<file path="config.mk">
export PLATFORM = sky130hd
export DESIGN_NAME = adder_arbiter
export DESIGN_NICKNAME = d
export VERILOG_FILES = /design/src/rtl/adder_arb_pkg.sv /design/src/rtl/rr_picker.sv /design/src/rtl/adder_arbiter.sv
export SDC_FILE = /design/constraint.sdc
export NUM_CORES = 1
export LEC_CHECK = 0
export CAP_MARGIN = 30
export CORE_MARGIN = 2
export CORE_UTILIZATION = 40
export DETAILED_ROUTE_END_ITERATION = 8
export PLACE_DENSITY = 0.83
export SYNTH_ARGS = -nofsm -noshare
export SYNTH_HDL_FRONTEND = slang
export SYNTH_SLANG_ARGS = --single-unit
</file>
<file path="constraint.sdc">
create_clock -name Clk_in -period 2.7 [get_ports Clk_in]
set_input_delay 0.675 -clock Clk_in [delete_from_list [all_inputs] [get_ports Clk_in]]
set_output_delay 0.675 -clock Clk_in [all_outputs]
set_load 0.02 [all_outputs]
</file>
<file path="src/rtl/adder_arb_pkg.sv">
// rtl/adder_arb_pkg.sv - shared state encoding and op selects for adder_arbiter
package adder_arb_pkg;

   typedef logic [1:0] state_t;

   localparam state_t IDLE  = 2'd0;
   localparam state_t ISSUE = 2'd1;
   localparam state_t DONE  = 2'd2;

   localparam logic SEL_ADD = 1'b0;
   localparam logic SEL_SUB = 1'b1;

   function automatic int wrap_inc(input int i, input int n);
      return (i + 1 >= n) ? 0 : i + 1;
   endfunction

endpackage

</file>
<file path="src/rtl/rr_picker.sv">
// rtl/rr_picker.sv - combinational round-robin pick, scanning upward from ptr with wrap
module rr_picker #(
   parameter int N  = 4,
   parameter int PW = $clog2(N)
) (
   input  logic [N-1:0]  req,
   input  logic [PW-1:0] ptr,
   output logic [PW-1:0] idx,
   output logic          any_req
);

   // Walk offsets from farthest to nearest so the nearest set bit is written last.
   always_comb begin
      idx     = '0;
      any_req = 1'b0;
      for (int k = N - 1; k >= 0; k--) begin
         automatic int j = int'(ptr) + k;
         if (j >= N) j = j - N;
         if (req[j]) begin
            idx     = j[PW-1:0];
            any_req = 1'b1;
         end
      end
   end

endmodule

</file>
<file path="src/rtl/adder_arbiter.sv">
// rtl/adder_arbiter.sv - round-robin sharing of one adder/subtractor among N requesters
module adder_arbiter
   import adder_arb_pkg::*;
#(
   parameter int N = 4,
   parameter int W = 8
) (
   input  logic           Clk_in,
   input  logic           Rst_n_in,
   input  logic [N-1:0]   Req_in,
   input  logic [N*W-1:0] A_in,
   input  logic [N*W-1:0] B_in,
   input  logic [N-1:0]   Sel_in,
   output logic [N-1:0]   Grant_out,
   output logic [N-1:0]   Done_out,
   output logic [W:0]     Rez_out,
   output logic           Busy_out,
   output logic [W-1:0]   Add_A_out,
   output logic [W-1:0]   Add_B_out,
   output logic           Add_Sel_out,
   input  logic [W:0]     Add_Rez_in
);

   localparam int PW = $clog2(N);

   state_t        state;
   logic [PW-1:0] ptr;
   logic [PW-1:0] idx;
   logic [PW-1:0] pick;
   logic          any_req;

   rr_picker #(.N(N), .PW(PW)) u_picker (
      .req     (Req_in),
      .ptr     (ptr),
      .idx     (pick),
      .any_req (any_req)
   );

   always_ff @(posedge Clk_in or negedge Rst_n_in) begin
      if (!Rst_n_in) begin
         state       <= IDLE;
         ptr         <= '0;
         idx         <= '0;
         Grant_out   <= '0;
         Done_out    <= '0;
         Rez_out     <= '0;
         Busy_out    <= 1'b0;
         Add_A_out   <= '0;
         Add_B_out   <= '0;
         Add_Sel_out <= 1'b0;
      end else begin
         case (state)
            IDLE: begin
               if (any_req) begin
                  state       <= ISSUE;
                  idx         <= pick;
                  Add_A_out   <= A_in[pick*W +: W];
                  Add_B_out   <= B_in[pick*W +: W];
                  Add_Sel_out <= Sel_in[pick];
                  Grant_out   <= N'(1) << pick;
                  Busy_out    <= 1'b1;
               end
            end
            // Adder inputs have been stable for a full cycle by this edge.
            ISSUE: begin
               state    <= DONE;
               Rez_out  <= Add_Rez_in;
               Done_out <= N'(1) << idx;
            end
            DONE: begin
               state     <= IDLE;
               Done_out  <= '0;
               Grant_out <= '0;
               Busy_out  <= 1'b0;
               ptr       <= PW'(wrap_inc(int'(idx), N));
            end
            default: begin
               state     <= IDLE;
               Done_out  <= '0;
               Grant_out <= '0;
               Busy_out  <= 1'b0;
            end
         endcase
      end
   end

endmodule

</file>
Word level (Yosys, flattened, before mapping)
Cells that the tools add are included.

Reductions and logical operators: 3. Order comparisons: 10. Equality and inequality tests: 3. Shift-type cells: 4. Bitwise logic cells: 1. Mux-type cells: 34. Add/subtract/negate cells: 8.

Operators by type and width (count): < comparator 32 x 4 -> 1 bit, second input constant (4); 2-to-1 mux 32 bit (4); greater-or-equal comparator 32 x 4 -> 1 bit, second input constant (3); subtractor 32 x 4 -> 32 bit, second input constant (3); variable part select 32 x 6 -> 8 bit (2); case mux 4 bit (2 select lines) (2); 2-to-1 mux 1 bit (14); 2-to-1 mux 2 bit (6); binary-select mux 1 bit (select 2 bit) (5); << shifter 1 x 2 -> 4 bit, first input constant (2); adder 2 x 1 -> 3 bit, second input constant (2); adder 2 x 2 -> 3 bit, second input constant (2); 2-to-1 mux 4 bit (1); case mux 2 bit (2 select lines) (1); AND reduction 2 bit (2); subtractor 2 x 3 -> 4 bit, second input constant (1); greater-or-equal comparator 2 x 3 -> 1 bit, second input constant (1); greater-or-equal comparator 3 bit, second input constant (1); < comparator 2 x 3 -> 1 bit, second input constant (1); == test 2 x 1 -> 1 bit, second input constant (1); == test 2 bit, second input constant (1); logical NOT 2 bit (1); != test 2 bit, second input constant (1); case mux 1 bit (2 select lines) (1); NOT 1 bit (1).

Bits in registers: 41. Word-level logic and storage cells: 73. Input port bits: 83. Output and inout bits: 35.

Logic depth before layout (Yosys ltp)
Depth after elaboration: 13. Depth in mapped cells: 7. Mapped depth without buffers: 5.

Modules after synthesis
A second synthesis with hierarchy kept.

Cells, all modules: 186. Area, all modules: 2177.1 sq um.

By module, submodules not included: adder_arbiter (instances 1, cells each 173, sequential area each 1026.0 sq um, area each 2099.5 sq um); rr_picker (instances 1, cells each 13, sequential area each 0.0 sq um, area each 77.6 sq um).

Worst setup path after synthesis
OpenSTA, ideal clock, no wires.

Path type: input -> register. Start: in Req_in[0]. End: reg Add_A_out[0]. Data arrival time: 1.741 ns. Stages: 6. Slack: 0.827 ns. Path buffers: 1. Library setup time: 0.132 ns. Required time: 2.568 ns. Cells stage by stage: nor4_1 or3_4 inv_2 o21ai_2 buf_2 o221ai_2.

Word-level cells in the longest chain between the ends: 8. Elaborated cells between the ends (all ways): 22. Classes of those cells: shift: 1; mux: 20; reduce/logical: 1.

Ends and longest elaborated chain: start, declared (line adder_arbiter.sv:10) `input logic [N-1:0] Req_in,`; binary-select mux 1 bit (select 2 bit) (line rr_picker.sv:19) `if (req[j]) begin`; 2-to-1 mux 1 bit (implied by the code) (2 in series) (line rr_picker.sv:19); 2-to-1 mux 2 bit or 2-to-1 mux 1 bit (tied branches) (4 in series) (line rr_picker.sv:19); variable part select 32 x 6 -> 8 bit or AND reduction 2 bit (tied branches); end signal, assigned (line adder_arbiter.sv:57) `Add_A_out <= A_in[pick*W +: W];`; end, declared (line adder_arbiter.sv:18) `output logic [W-1:0] Add_A_out,`.

Several ways; a longest one is shown, not always the timed one. The select of a mux whose other input is x is not followed. A chain may end at the register's enable or synchronous reset.

Final worst setup path
Start: in Req_in[1]. End: reg Add_B_out[4].

Word-level cells in the longest chain between the ends: 8. Elaborated cells between the ends (all ways): 22. Classes of those cells: shift: 1; mux: 20; reduce/logical: 1.

Ends and longest elaborated chain: binary-select mux 1 bit (select 2 bit) (line rr_picker.sv:19); 2-to-1 mux 1 bit (implied by the code) (2 in series) (line rr_picker.sv:19); 2-to-1 mux 2 bit or 2-to-1 mux 1 bit (tied branches) (4 in series) (line rr_picker.sv:19); variable part select 32 x 6 -> 8 bit or AND reduction 2 bit (tied branches); end signal, assigned (line adder_arbiter.sv:58) `Add_B_out <= B_in[pick*W +: W];`; end, declared (line adder_arbiter.sv:19) `output logic [W-1:0] Add_B_out,`.

Several ways; a longest one is shown, not always the timed one. The select of a mux whose other input is x is not followed.

==> reports/qor.txt <==
outcome: finished clean
Max-cap violations: 0
area delta synth->final: 61.61%
Setup Crit Path Kind: input port to flop
crit share post-route: 83.56%
root buffer cell: clkbuf_8
post-synthesis mux area share: 23.52%
Hold Path End: Rez_out[2]
Fin Setup TNS: 0 ns
initial antenna violation count: 0
Leak: 1.512 nW
clock sinks: 41
Final Total Pwr: 3.600 mW
Antenna Cells: 0
P per Cell Area: 1042 mW/mm²
main combinational cell family by area after synthesis: multiplexers
critical path capture point type: flop
vias in the first global route: 1887
critical path required time: 2.91 ns
TritonCTS buffer count: 5
Worst Reg2Reg Path Length in Cells: 6
vias per cell: 4.932
GR Util All Layers: 19.46%
Main synth FF type: dfrtp_1
TritonCTS clock tree: built
peak supply drop: 0.0005202 V
pin count of the biggest net entering global routing: 42
DR pass1 iterations: 4
#FFs+latches synth: 41
CTS Buffer Depth: 2
Yosys Warn Count: 0
Critical Path Start Type: input port
clk slew on worst S/H paths: 0.08 ns
share of layout cells above drive strength 1: 9.030%
die outline area: 0.005947 mm²
I/O Buffers: 117
post_cts resized: 0
ys async rst share: 100.0%
R2R Path End: Add_B_out[2]
Post-DP HPWL: 4484 µm
die width: 77.12 µm
Clock H-tree levels: 2
First DRT Iteration DRCs: 75
DR WL/cell: 15.65 µm
Die Ht: 77.12 µm
synth unique cells: 25
min-delay worst type: flop to flop
adder-cell share of the synthesized area: 2.341%
first-pass GRT wire length: 9225 µm
Compound-Gate Fraction of Synth Area: 12.58%
Final setup viols: 0
synthesized netlist cell count: 180
reg2reg start: ptr[1]
Slew Limit Fails: 0
Post-synth EDFFs: 0
CP Max Fanout: 20
worst slew pin tran: 0.8963 ns
post-synthesis sequential area ratio: 47.98%
RSZ-0062 raised after global routing: false
Starting Density: 41.60%
Setup Skew: 0.007217 ns
fmax: 443.3 MHz
antenna-violating nets left: 0
vias post-DR: 1820
fin nets: 386
# hold bufs at CTS: 0
Final Critical Period: 2.256 ns
Synth Area in Simple Gates: 8.719%
Slew HR: 40.25%
row count: 26
# Post-CTS Setup Buffers: 0
routability cong.: 0.6939
syn_area_per_cell: 11.88 µm²
Syn Std Cell Area: 0.002138 mm²
Mapped Nets: 267
setup slack, reg-to-reg: 0.92 ns
XOR/XNOR share of the synthesized area: 0%
Fin. Hold Viols: 0
Fillers: 434
final WL: 5775 µm
drt drc: 0
Worst Hold Depth: 1
GRT overflow: 0
critical path arrival: 2.46 ns
Core Box Area: 0.005140 mm²
Clock Latency Late Sink: 0.29 ns
I/O pins: 118
Worst Hold Launch: Rez_out[2]
[report_power, final]
part | internal, mW | leakage (nW) | switching (mW)
Combinational | 1.03 | 0.961 | 1.04
Clock | 0.203 | 0.0443 | 0.197
Sequential | 0.918 | 0.507 | 0.216
[cell usage after synthesis, types with 3 or more instances]
cell,count,area [µm²]
mux2_1,9,101.4
dfrtp_1,41,1026
mux2i_1,39,390.4
nand2_1,27,101.4
o221ai_2,8,120.1
o221ai_1,10,87.58
buf_2,5,25.02
ha_1,4,50.05
nor2_1,8,30.03
inv_1,3,11.26
o21ai_1,6,30.03
buf_6,4,45.04
[cells by family after synthesis]
family / Yosys count
adders and majority gates: 4
DFF: 41
and+or+nand+nor: 42
buffers and inverters: 16
muxes: 49
AOI/OAI and AO/OA: 28
[critical path: stages]
cell	delay, ns
clkdlybuf4s50_1	0.58
nor4_1	0.11
or3_4	0.37
or3_4	0.48
o221ai_1	0.24
[through the flow]
stage          util, %  setup slack (ns)  instances  instance area, µm²  hold WS [ns]
2_1_floorplan        -            0.8270        180                2138        0.3794
3_3_place_gp     65.55            0.2119        362                3369        0.4606
5_1_grt          67.23            0.3795        369                3456        0.5111
3_5_place_dp     65.55            0.1483        362                3369        0.4739
6_report         67.23            0.4439        369                3456        0.4875
4_1_cts          67.23            0.4509        369                3456        0.4928
[registers in the layout, indices dropped and copies added, names as in the netlist]
| name | count |
|---|---|
| Done_out | 4 |
| Busy_out | 1 |
| idx | 2 |
| Grant_out | 4 |
| ptr | 2 |
| Add_A_out | 8 |
| Add_B_out | 8 |
| state | 2 |
| Rez_out | 9 |
| Add_Sel_out | 1 |
[layout make-up]
cell class / count / area [µm²] / area share, %
Clock buffer: 7 / 86.33 / 2.498
Inverter: 5 / 18.77 / 0.5431
Multi-Input combinational cell: 123 / 1026 / 29.69
Sequential cell: 41 / 1026 / 29.69
Tap cell: 70 / 87.58 / 2.534
Timing Repair Buffer: 123 / 1211 / 35.05
[layer usage]
metal	global-route usage [%]	part of all wire [%]
met1	25.23	43
met2	32.54	50
met3	5.412	6.3
met4	4.286	1.0
met5	0	0
[worst max path at each step]
stage | start | to | slack (ns) | depth (start not counted)
4_1_cts | Req_in[1] | Add_B_out[5] | 0.45 | 5
3_3_place_gp | Req_in[1] | Add_B_out[0] | 0.21 | 5
6_report | Req_in[1] | Add_B_out[4] | 0.44 | 5
2_1_floorplan | Req_in[0] | Add_A_out[0] | 0.83 | 6
3_5_place_dp | Req_in[1] | Add_B_out[4] | 0.15 | 5
5_1_grt | Req_in[1] | Add_B_out[3] | 0.38 | 5
[cell usage in the layout, fill, tap and decap left out]
master           instances
o221ai_4                 1
a21boi_1                 1
buf_2                    1
o21ai_1                  6
o221ai_1                 9
o31ai_1                  1
nand2b_1                 2
mux2_2                   1
nand2_1                 27
dfrtp_1                 41
nor4_1                   1
nor3b_1                  1
buf_4                    6
a211oi_1                 1
nor2_1                   8
clkdlybuf4s50_1        116
nor2b_1                  1
inv_2                    1
clkbuf_1                 1
ha_1                     4
inv_1                    3
o21ai_2                  1
clkinv_1                 1
mux2i_1                 39
o221ai_2                 8
clkbuf_8                 6
mux2_1                   9
or3_4                    2
No activity file was read; power rests on OpenSTA's default activity.
